<file path="src/rtl/counter_cmd_ctrl_pkg.sv">
// counter_cmd_ctrl shared types and defaults.
// FSM state encoding plus default timing constants.
package counter_cmd_ctrl_pkg;

  typedef enum logic [1:0] {
    IDLE = 2'd0,
    LOAD = 2'd1,
    RUN  = 2'd2
  } state_t;

  localparam int DEF_DEB_CYCLES = 4;
  localparam int DEF_TICK_DIV   = 10;

  // Counter width able to hold 0..n-1 (at least one bit).
  function automatic int cnt_w(input int n);
    return (n <= 2) ? 1 : $clog2(n);
  endfunction

endpackage

</file>
<file path="src/rtl/counter_cmd_ctrl_btn_conditioner.sv">
// btn_conditioner: 2-flop synchronizer, debouncer and
// rising-edge detector for one raw push button.
module btn_conditioner
  import counter_cmd_ctrl_pkg::*;
#(
  parameter int DEB_CYCLES = DEF_DEB_CYCLES
) (
  input  logic i_clk,
  input  logic i_rst,
  input  logic i_btn,
  output logic o_press
);

  localparam int CW = cnt_w(DEB_CYCLES);
  localparam logic [CW-1:0] CMAX = CW'(DEB_CYCLES - 1);

  logic          r_s1;
  logic          r_s2;
  logic          r_lvl;
  logic          r_lvl_q;
  logic [CW-1:0] r_cnt;

  // Bring the raw button into the clock domain.
  always_ff @(posedge i_clk or posedge i_rst) begin
    if (i_rst) begin
      r_s1 <= 1'b0;
      r_s2 <= 1'b0;
    end else begin
      r_s1 <= i_btn;
      r_s2 <= r_s1;
    end
  end

  // Accept a new level only after a full run of equal samples.
  always_ff @(posedge i_clk or posedge i_rst) begin
    if (i_rst) begin
      r_lvl <= 1'b0;
      r_cnt <= '0;
    end else if (r_s2 == r_lvl) begin
      r_cnt <= '0;
    end else if (r_cnt == CMAX) begin
      r_lvl <= r_s2;
      r_cnt <= '0;
    end else begin
      r_cnt <= r_cnt + 1'b1;
    end
  end

  // Delayed level for the press edge detector.
  always_ff @(posedge i_clk or posedge i_rst) begin
    if (i_rst) r_lvl_q <= 1'b0;
    else       r_lvl_q <= r_lvl;
  end

  assign o_press = r_lvl & ~r_lvl_q;

endmodule

</file>
<file path="src/rtl/counter_cmd_ctrl.sv">
// counter_cmd_ctrl: button-driven load/run/direction control for
// a downstream counter. Optional step button under CMD_STEP_EN.
module counter_cmd_ctrl
  import counter_cmd_ctrl_pkg::*;
#(
  parameter int WIDTH      = 4,
  parameter int DEB_CYCLES = DEF_DEB_CYCLES,
  parameter int TICK_DIV   = DEF_TICK_DIV
) (
  input  logic             Clk,
  input  logic             Reset,
  input  logic             btn_load,
  input  logic             btn_run,
  input  logic             btn_dir,
`ifdef CMD_STEP_EN
  input  logic             btn_step,
`endif
  input  logic [WIDTH-1:0] sw_data,
  output logic             load,
  output logic             count_en,
  output logic             up,
  output logic [WIDTH-1:0] data_in,
  output logic             running
);

  localparam int PW = cnt_w(TICK_DIV);
  localparam logic [PW-1:0] PMAX = PW'(TICK_DIV - 1);

  logic w_ev_load;
  logic w_ev_run;
  logic w_ev_dir;

  btn_conditioner #(.DEB_CYCLES(DEB_CYCLES)) u_load (
    .i_clk   (Clk),
    .i_rst   (Reset),
    .i_btn   (btn_load),
    .o_press (w_ev_load)
  );

  btn_conditioner #(.DEB_CYCLES(DEB_CYCLES)) u_run (
    .i_clk   (Clk),
    .i_rst   (Reset),
    .i_btn   (btn_run),
    .o_press (w_ev_run)
  );

  btn_conditioner #(.DEB_CYCLES(DEB_CYCLES)) u_dir (
    .i_clk   (Clk),
    .i_rst   (Reset),
    .i_btn   (btn_dir),
    .o_press (w_ev_dir)
  );

`ifdef CMD_STEP_EN
  logic w_ev_step;

  btn_conditioner #(.DEB_CYCLES(DEB_CYCLES)) u_step (
    .i_clk   (Clk),
    .i_rst   (Reset),
    .i_btn   (btn_step),
    .o_press (w_ev_step)
  );
`endif

  logic [WIDTH-1:0] r_sw1;
  logic [WIDTH-1:0] r_sw2;
  state_t           r_state;
  state_t           w_next;
  logic [PW-1:0]    r_presc;
  logic [PW-1:0]    w_presc_nxt;
  logic             w_cen_nxt;
  logic             w_capture;
  logic             r_load;
  logic             r_cen;
  logic             r_up;
  logic [WIDTH-1:0] r_data;
  logic             r_running;

  // Synchronize the switch bus before it is captured.
  always_ff @(posedge Clk or posedge Reset) begin
    if (Reset) begin
      r_sw1 <= '0;
      r_sw2 <= '0;
    end else begin
      r_sw1 <= sw_data;
      r_sw2 <= r_sw1;
    end
  end

  // FSM state register.
  always_ff @(posedge Clk or posedge Reset) begin
    if (Reset) r_state <= IDLE;
    else       r_state <= w_next;
  end

  // Next state, prescaler and pulse decisions; load beats run.
  always_comb begin
    w_next      = r_state;
    w_capture   = 1'b0;
    w_cen_nxt   = 1'b0;
    w_presc_nxt = '0;
    unique case (r_state)
      IDLE: begin
        if (w_ev_load) begin
          w_next    = LOAD;
          w_capture = 1'b1;
        end else if (w_ev_run) begin
          w_next = RUN;
        end
`ifdef CMD_STEP_EN
        else if (w_ev_step) begin
          w_cen_nxt = 1'b1;
        end
`endif
      end
      LOAD: begin
        w_next = IDLE;
      end
      RUN: begin
        if (w_ev_load) begin
          w_next    = LOAD;
          w_capture = 1'b1;
        end else if (w_ev_run) begin
          w_next = IDLE;
        end else if (r_presc == PMAX) begin
          w_cen_nxt = 1'b1;
        end else begin
          w_presc_nxt = r_presc + 1'b1;
        end
      end
      default: begin
        w_next = IDLE;
      end
    endcase
  end

  // Prescaler; zero whenever not continuing in RUN.
  always_ff @(posedge Clk or posedge Reset) begin
    if (Reset) r_presc <= '0;
    else       r_presc <= w_presc_nxt;
  end

  // Registered outputs derived from the upcoming state.
  always_ff @(posedge Clk or posedge Reset) begin
    if (Reset) begin
      r_load    <= 1'b0;
      r_cen     <= 1'b0;
      r_running <= 1'b0;
    end else begin
      r_load    <= (w_next == LOAD);
      r_cen     <= w_cen_nxt;
      r_running <= (w_next == RUN);
    end
  end

  // Capture the switch value on the load event.
  always_ff @(posedge Clk or posedge Reset) begin
    if (Reset)          r_data <= '0;
    else if (w_capture) r_data <= r_sw2;
  end

  // Direction toggles on every dir press, in any state.
  always_ff @(posedge Clk or posedge Reset) begin
    if (Reset) r_up <= 1'b1;
    else       r_up <= r_up ^ w_ev_dir;
  end

  assign load     = r_load;
  assign count_en = r_cen;
  assign up       = r_up;
  assign data_in  = r_data;
  assign running  = r_running;

endmodule
</file>
<file path="config.mk">
export PLATFORM = sky130hd
export DESIGN_NAME = counter_cmd_ctrl
export DESIGN_NICKNAME = d
export VERILOG_FILES = /design/src/rtl/counter_cmd_ctrl_pkg.sv /design/src/rtl/counter_cmd_ctrl_btn_conditioner.sv /design/src/rtl/counter_cmd_ctrl.sv
export SDC_FILE = /design/constraint.sdc
export NUM_CORES = 1
export LEC_CHECK = 0
export BUFFER_PORTS_ARGS = -buffer_cell sky130_fd_sc_hd__buf_2
export CORE_UTILIZATION = 54
export DETAILED_ROUTE_END_ITERATION = 8
export GPL_TIMING_DRIVEN = 0
export HOLD_SLACK_MARGIN = 0.06
export PLACE_DENSITY = 0.75
export SETUP_SLACK_MARGIN = 0.05
export SLEW_MARGIN = 40
export SYNTH_ARGS = -nofsm -noshare
export SYNTH_HDL_FRONTEND = slang
export SYNTH_HIERARCHICAL = 1
export SYNTH_SLANG_ARGS = --single-unit
</file>
<file path="constraint.sdc">
create_clock -name Clk -period 1.63 [get_ports Clk]
set_input_delay 0.4075 -clock Clk [delete_from_list [all_inputs] [get_ports Clk]]
set_output_delay 0.4075 -clock Clk [all_outputs]
set_load 0.005 [all_outputs]
</file>
---- Yosys cells after proc, flatten, opt, wreduce, memory -nomap -nowiden ----
Index checks and enable logic that the tools add are counted.
operators by class
  add/subtract/negate cells ............... 4
  bitwise logic cells ..................... 10
  reductions and logical operators ........ 5
  equal/unequal tests ..................... 10
  muxes and demuxes ....................... 21
operators with widths
  kind                   count
  $mux W2                10
  $mux W4                4
  $eq A2 B2 Y1 const B   5
  $add A2 B1 Y2 const B  3
  $mux W1                6
  $not A1 Y1             6
  $reduce_and A2 Y1      3
  $add A4 B1 Y4 const B  1
  $eq A4 B4 Y1 const B   1
  $pmux W2 S2            1
  $and A1 B1 Y1          3
  $eq A1 B1 Y1           3
  $eq A2 B1 Y1 const B   1
  $logic_not A2 Y1       1
  $reduce_or A2 Y1       1
  $xor A1 B1 Y1          1
storage, ports and cells
  output and inout port bits .............. 8
  register bits ........................... 40
  bits of input ports ..................... 9
  logic and storage cells ................. 74

---- Logic depth before layout (Yosys ltp) ----
  word-level depth ........................ 6
  depth in mapped cells ................... 4
  mapped depth without buffers ............ 3

---- Modules after synthesis ----
Netlist, hierarchy kept.
modules (own cells, without submodules)
  module            times used  area an instance (um^2)  cells an instance  seq. area each (um^2)
  counter_cmd_ctrl  1           728.2                    48                 526.8
  btn_conditioner   3           209.0                    13                 150.1

---- Worst setup path before layout ----
No wires, ideal clock.
  path kind ............................... register -> register
  start point ............................. register u_load.r_lvl
  end point ............................... register r_cen (netlist: count_en)
  period minus slack after synthesis ...... 1.406 ns
  cell stages (with the launch flop) ...... 4
  path slack .............................. 0.224 ns
  buffers on the path ..................... 0
  required time ........................... 1.535 ns
  setup time .............................. 0.095 ns
  arrival time ............................ 1.311 ns
  path through ............................ dfrtp_1 nor2b_1 or4b_4 nor4_4
between the ends
  word-level cells in the longest chain between the ends .. 3
RTL lines
  item                    RTL line                                source
  from (decl)             counter_cmd_ctrl_btn_conditioner.sv:19  logic r_lvl;
  from (signal assigned)  counter_cmd_ctrl_btn_conditioner.sv:42  r_lvl <= r_s2;
  $and A1 B1 Y1           counter_cmd_ctrl_btn_conditioner.sv:55  assign o_press = r_lvl & ~r_lvl_q;
  via w_ev_load           counter_cmd_ctrl.sv:29                  logic w_ev_load;
  $mux W1                 counter_cmd_ctrl.sv:120                 if (w_ev_load) begin
  $mux W1                 counter_cmd_ctrl.sv:102                 unique case (r_state)
  via w_cen_nxt           counter_cmd_ctrl.sv:71                  logic w_cen_nxt;
  to (signal assigned)    counter_cmd_ctrl.sv:151                 r_cen <= w_cen_nxt;
  to (decl)               counter_cmd_ctrl.sv:74                  logic r_cen;
The timed path passes the listed nets, and every way through them passes these cells.
A chain may end at the register's enable or synchronous reset.

---- Worst setup path after layout ----
Same ends and word-level chain as after synthesis.

==> results by stage <==
Synthesis:
- In the synthesized netlist the async set-or-reset flop fraction comes to 100%.
- Of the total synthesized cell area, the portion taken by AND, OR, NAND and NOR gates is 12.6%.
- The synthesized netlist occupies a cell area of 1360 um2.
- For this run, the leading register cell type out of synthesis is dfrtp_1.
- Summing the sequential cell areas from Yosys gives 72.1% of the chip area.
- The synthesized-area fraction occupied by adder cells is 2.77%.
- The number of nets produced by synthesis is 99.
- The gate count after technology mapping is 87.
- The post-synthesis share of cell area spent on xor and xnor gates is 3.88%.
- The portion of netlist area occupied by mux cells is 5.82%.
- The complex-gate fraction of the synthesized area is 1.20%.
- The number of enable-type register cells in the synthesized netlist is 0.
- By area, the combinational part of the netlist is dominated by simple AND/OR/NAND/NOR gates.
- The count of different cell masters after synthesis is 22.
- The synthesized area per cell is 15.6 um2.
- The synthesis warning total is 6.
- The number of synthesized register bits is 39.

Cells and area:
- The multi-input combinational cells in the finished layout cover a total of 358 um2.
- The number of antenna diodes in the final layout is 0.
- The post-route core utilization is 69.0%.
- The area added between synthesis and finish is 17.0%.
- For this run, the number of standard cells in the final layout without fillers is 140.
- The number of fill cells in the layout is 160.
- The sequential cells in the finished layout cover a total of 977 um2.
- In the final design database the tool counted 123 nets.
- The fraction of layout cells with a size suffix above 1 is 32.1%.
- The post-route cell area is 1590 um2.

STA:
- The worst hold margin is 0.162 ns.
- The max-slew violation count is 0.
- The setup total negative slack is 0 ns.
- The clock arrives with 0.0103 ns of skew.
- The smallest clock period supported by the final layout is computed as 1.48 ns.
- The hold violation total from the final report is 0.
- Setup repair after global routing left no endpoint under its margin.
- Static timing analysis puts the maximum clock frequency at 675 MHz.
- Dividing the final minimum period by the clock period gives 90.9%.
- Headroom to the max-slew limit came out at 71.5%.
- The slew at the pin with the worst max-slew slack is 0.426 ns.
- The worst path meets setup with 0.149 ns of slack.
- The final setup violation count is 0.

Detailed routing:
- For this block, the initial DRC count from the detailed router was 1.
- For this run, the detailed router's first-pass iteration total came to 3.
- The total wire length after detailed routing is 1760 um.
- After detailed routing, the number of vias per cell comes to 5.11.
- After detailed routing, the number of remaining DRC violations is 0.
- The number of vias after detailed routing is 715.
- The per-cell routed wire length is 12.6 um.
- The post-route antenna net violation count is 0.

Die:
- The initial cell density of the core is 59.0%.
- In this run the horizontal extent of the chip is 52.1 um.
- The vertical extent of the die is 52.1 um.
- The full die area is 2710 um2.
- The number of placement rows is 17.
- The floorplan core area is 2300 um2.
- In this run the count of I/O pins placed on the die edge is 17.

Clock tree:
- In this run the deepest clock path goes through 2 buffers.
- The H-tree was split into 2 levels.
- After clock tree synthesis, the clock-pin slew on the worst setup and hold paths is 0.11 ns.
- The clock tree root driver cell is clkbuf_4.
- After clock tree synthesis, the setup repair step added 0 buffers.
- Clock tree synthesis found a total of 39 sinks.
- The CTS tree is built.
- Buffers inserted during clock tree synthesis total 5.
- The clock latency reported for the late side of the worst-skew pair is 0.34 ns.

Hold path:
- The worst hold-check path type is in -> reg.

Placed design:
- The number of cells in the design after placement is 131.
- The instance area at placement is 1470 um2.
- The final weighted congestion of routability-driven global placement is 0.690.
- OpenSTA, run right after detailed placement, puts the worst setup slack at 0.0668 ns.
- The HPWL after detailed placement is 1300 um.
- The number of buffer cells added on primary ports is 16.

Setup path:
- The number of buffer and inverter stages on the critical path is 0.
- The biggest fanout along the worst timing path is 5.
- The largest single stage delay on the critical path is 0.58 ns.
- The top cell family by delay on the critical path is simple AND/OR/NAND/NOR gates.
- STA classifies the critical path startpoint as a register.
- At the worst endpoint, the arrival time is 1.74 ns.
- The slowest stage of the critical path belongs to the cell or4b_4.
- The type of destination of the critical path is a register.
- Traced cell by cell, the critical path runs through nor2b_2, or4b_4, nor4_4.
- The worst setup path is of the reg -> reg kind.
- The required arrival time at the worst endpoint is 1.89 ns.

Power and ir drop:
- The net switching power of the design is 0.720 mW.
- The worst supply voltage drop on vdd is 1.31 mV.
- In this run, the combinational gates consume 21.8% of the power.
- The clock group share of total power is 27.7%.
- The total power divided by cell area is 1750 nW/um2.
- The analysis attributes to cell leakage a power of 0.749 nW.
- Sequential cells burn 50.4% of the power.
- The internal power of the cells totals 2.05 mW.
- The fraction of power spent switching nets is 26.0%.
- After layout, the design draws a total of 2.77 mW.

Global route:
- The number of antenna violations at the first check in global routing is 0.
- The number of global-route vias before repair is 720.
- The overall track demand over capacity in global routing is 17.9%.
- The largest net degree at the start of global routing is 22.
- The first global-routing pass estimated 3140 um of wire.
- The overflow left after global routing is 0.

Outcome:
- The run finished with clean final reports.

Job:
- The max-cap violation count is 0.
worst paths after layout:
path,slack [ns],start,cells past startpoint,endpoint
setup / recovery,0.15,u_load/r_lvl$_DFFE_PP0P_,3,count_en$_DFF_PP0_
min in group asynchronous,0.53,Reset,3,u_dir/r_cnt[0]$_DFF_PP0_
hold / removal,0.16,sw_data[1],1,r_sw1[1]$_DFF_PP0_
hold reg to reg,0.36,r_sw1[3]$_DFF_PP0_,0,r_sw2[3]$_DFF_PP0_
setup reg to reg,0.15,u_load/r_lvl$_DFFE_PP0P_,3,count_en$_DFF_PP0_
max in group asynchronous,0.67,Reset,3,up$_DFF_PP1_
routing by layer:
| metal | routed length [um] | track usage, % | part of all wire (%) | vias to the layer above |
|---|---|---|---|---|
| met2 | 887 | 26.9 | 50 | 12 |
| met3 | 65 | 5.26 | 3.7 | 7 |
| met5 | 0 | 0 | 0 | - |
| li1 | - | - | - | 338 |
| met4 | 64 | 16.2 | 3.6 | 0 |
| met1 | 740 | 20.3 | 42 | 358 |
cell usage in the layout (no fill, tap or decap), types with 3 or more instances in the layout:
| cell | instances |
|---|---|
| dfrtp_1 | 38 |
| buf_2 | 16 |
| nor2b_1 | 7 |
| clkbuf_4 | 5 |
| xnor2_1 | 4 |
| inv_1 | 4 |
| mux2_2 | 4 |
| nor3_2 | 3 |
| mux2_1 | 3 |
| ha_1 | 3 |
cells in the mapped netlist (all sizes together), types with 2 or more instances:
cell	n	area, um2
dfrtp	38	951
nor2b	8	50.1
mux2	7	78.8
inv	5	18.8
nor3	5	40.0
xnor2	4	35.0
ha	3	37.5
nand2	2	7.51
nand3b	2	15.0
nor2	2	7.51
xor2	2	17.5
state kept, by name, indices dropped and copies added, names as in the netlist, 2 cells and up:
| register | count |
|---|---|
| data_in | 4 |
| r_state | 2 |
| r_sw1 | 4 |
| r_presc | 4 |
| u_load/r_cnt | 2 |
| r_sw2 | 4 |
| u_dir/r_cnt | 2 |
| u_run/r_cnt | 2 |
power groups by stage:
stage / registers, mW / clock network, mW / logic (mW)
2_1_floorplan: 1.40 / 0 / 0.427
3_3_place_gp: 1.40 / 0 / 0.575
3_5_place_dp: 1.42 / 0 / 0.605
4_1_cts: 1.40 / 0.800 / 0.615
5_1_grt: 1.43 / 0.826 / 0.679
6_report: 1.40 / 0.768 / 0.604
repair_timing:
action                                  4_1_cts  5_1_grt
cloned                                        0        0
pin swaps                                     0        0
resized for setup                             1        1
hold buffers                                  1        0
endpoints found under the setup margin        1        3
endpoints found under the hold margin        18        0
layout make-up:
| cell class | instances | share of cell area [%] |
|---|---|---|
| tap | 28 | 2.21 |
| multi-input combinational | 42 | 22.6 |
| sequential | 39 | 61.6 |
| clock buffer | 6 | 2.60 |
| inverter | 5 | 1.18 |
| clock inverter | 2 | 3.79 |
| timing repair buffer | 17 | 5.68 |
| buffer | 1 | 0.316 |
cell families (layout without fill, tap and decap cells):
logic type	Yosys count	in the layout
AOI/OAI and AO/OA	3	3
and+or+nand+nor	23	23
xor gates and xnor gates	6	6
DFF	39	39
buffers and inverters	6	31
adders and majority gates	3	3
muxes	7	7
(Power assumes the default switching activity.)
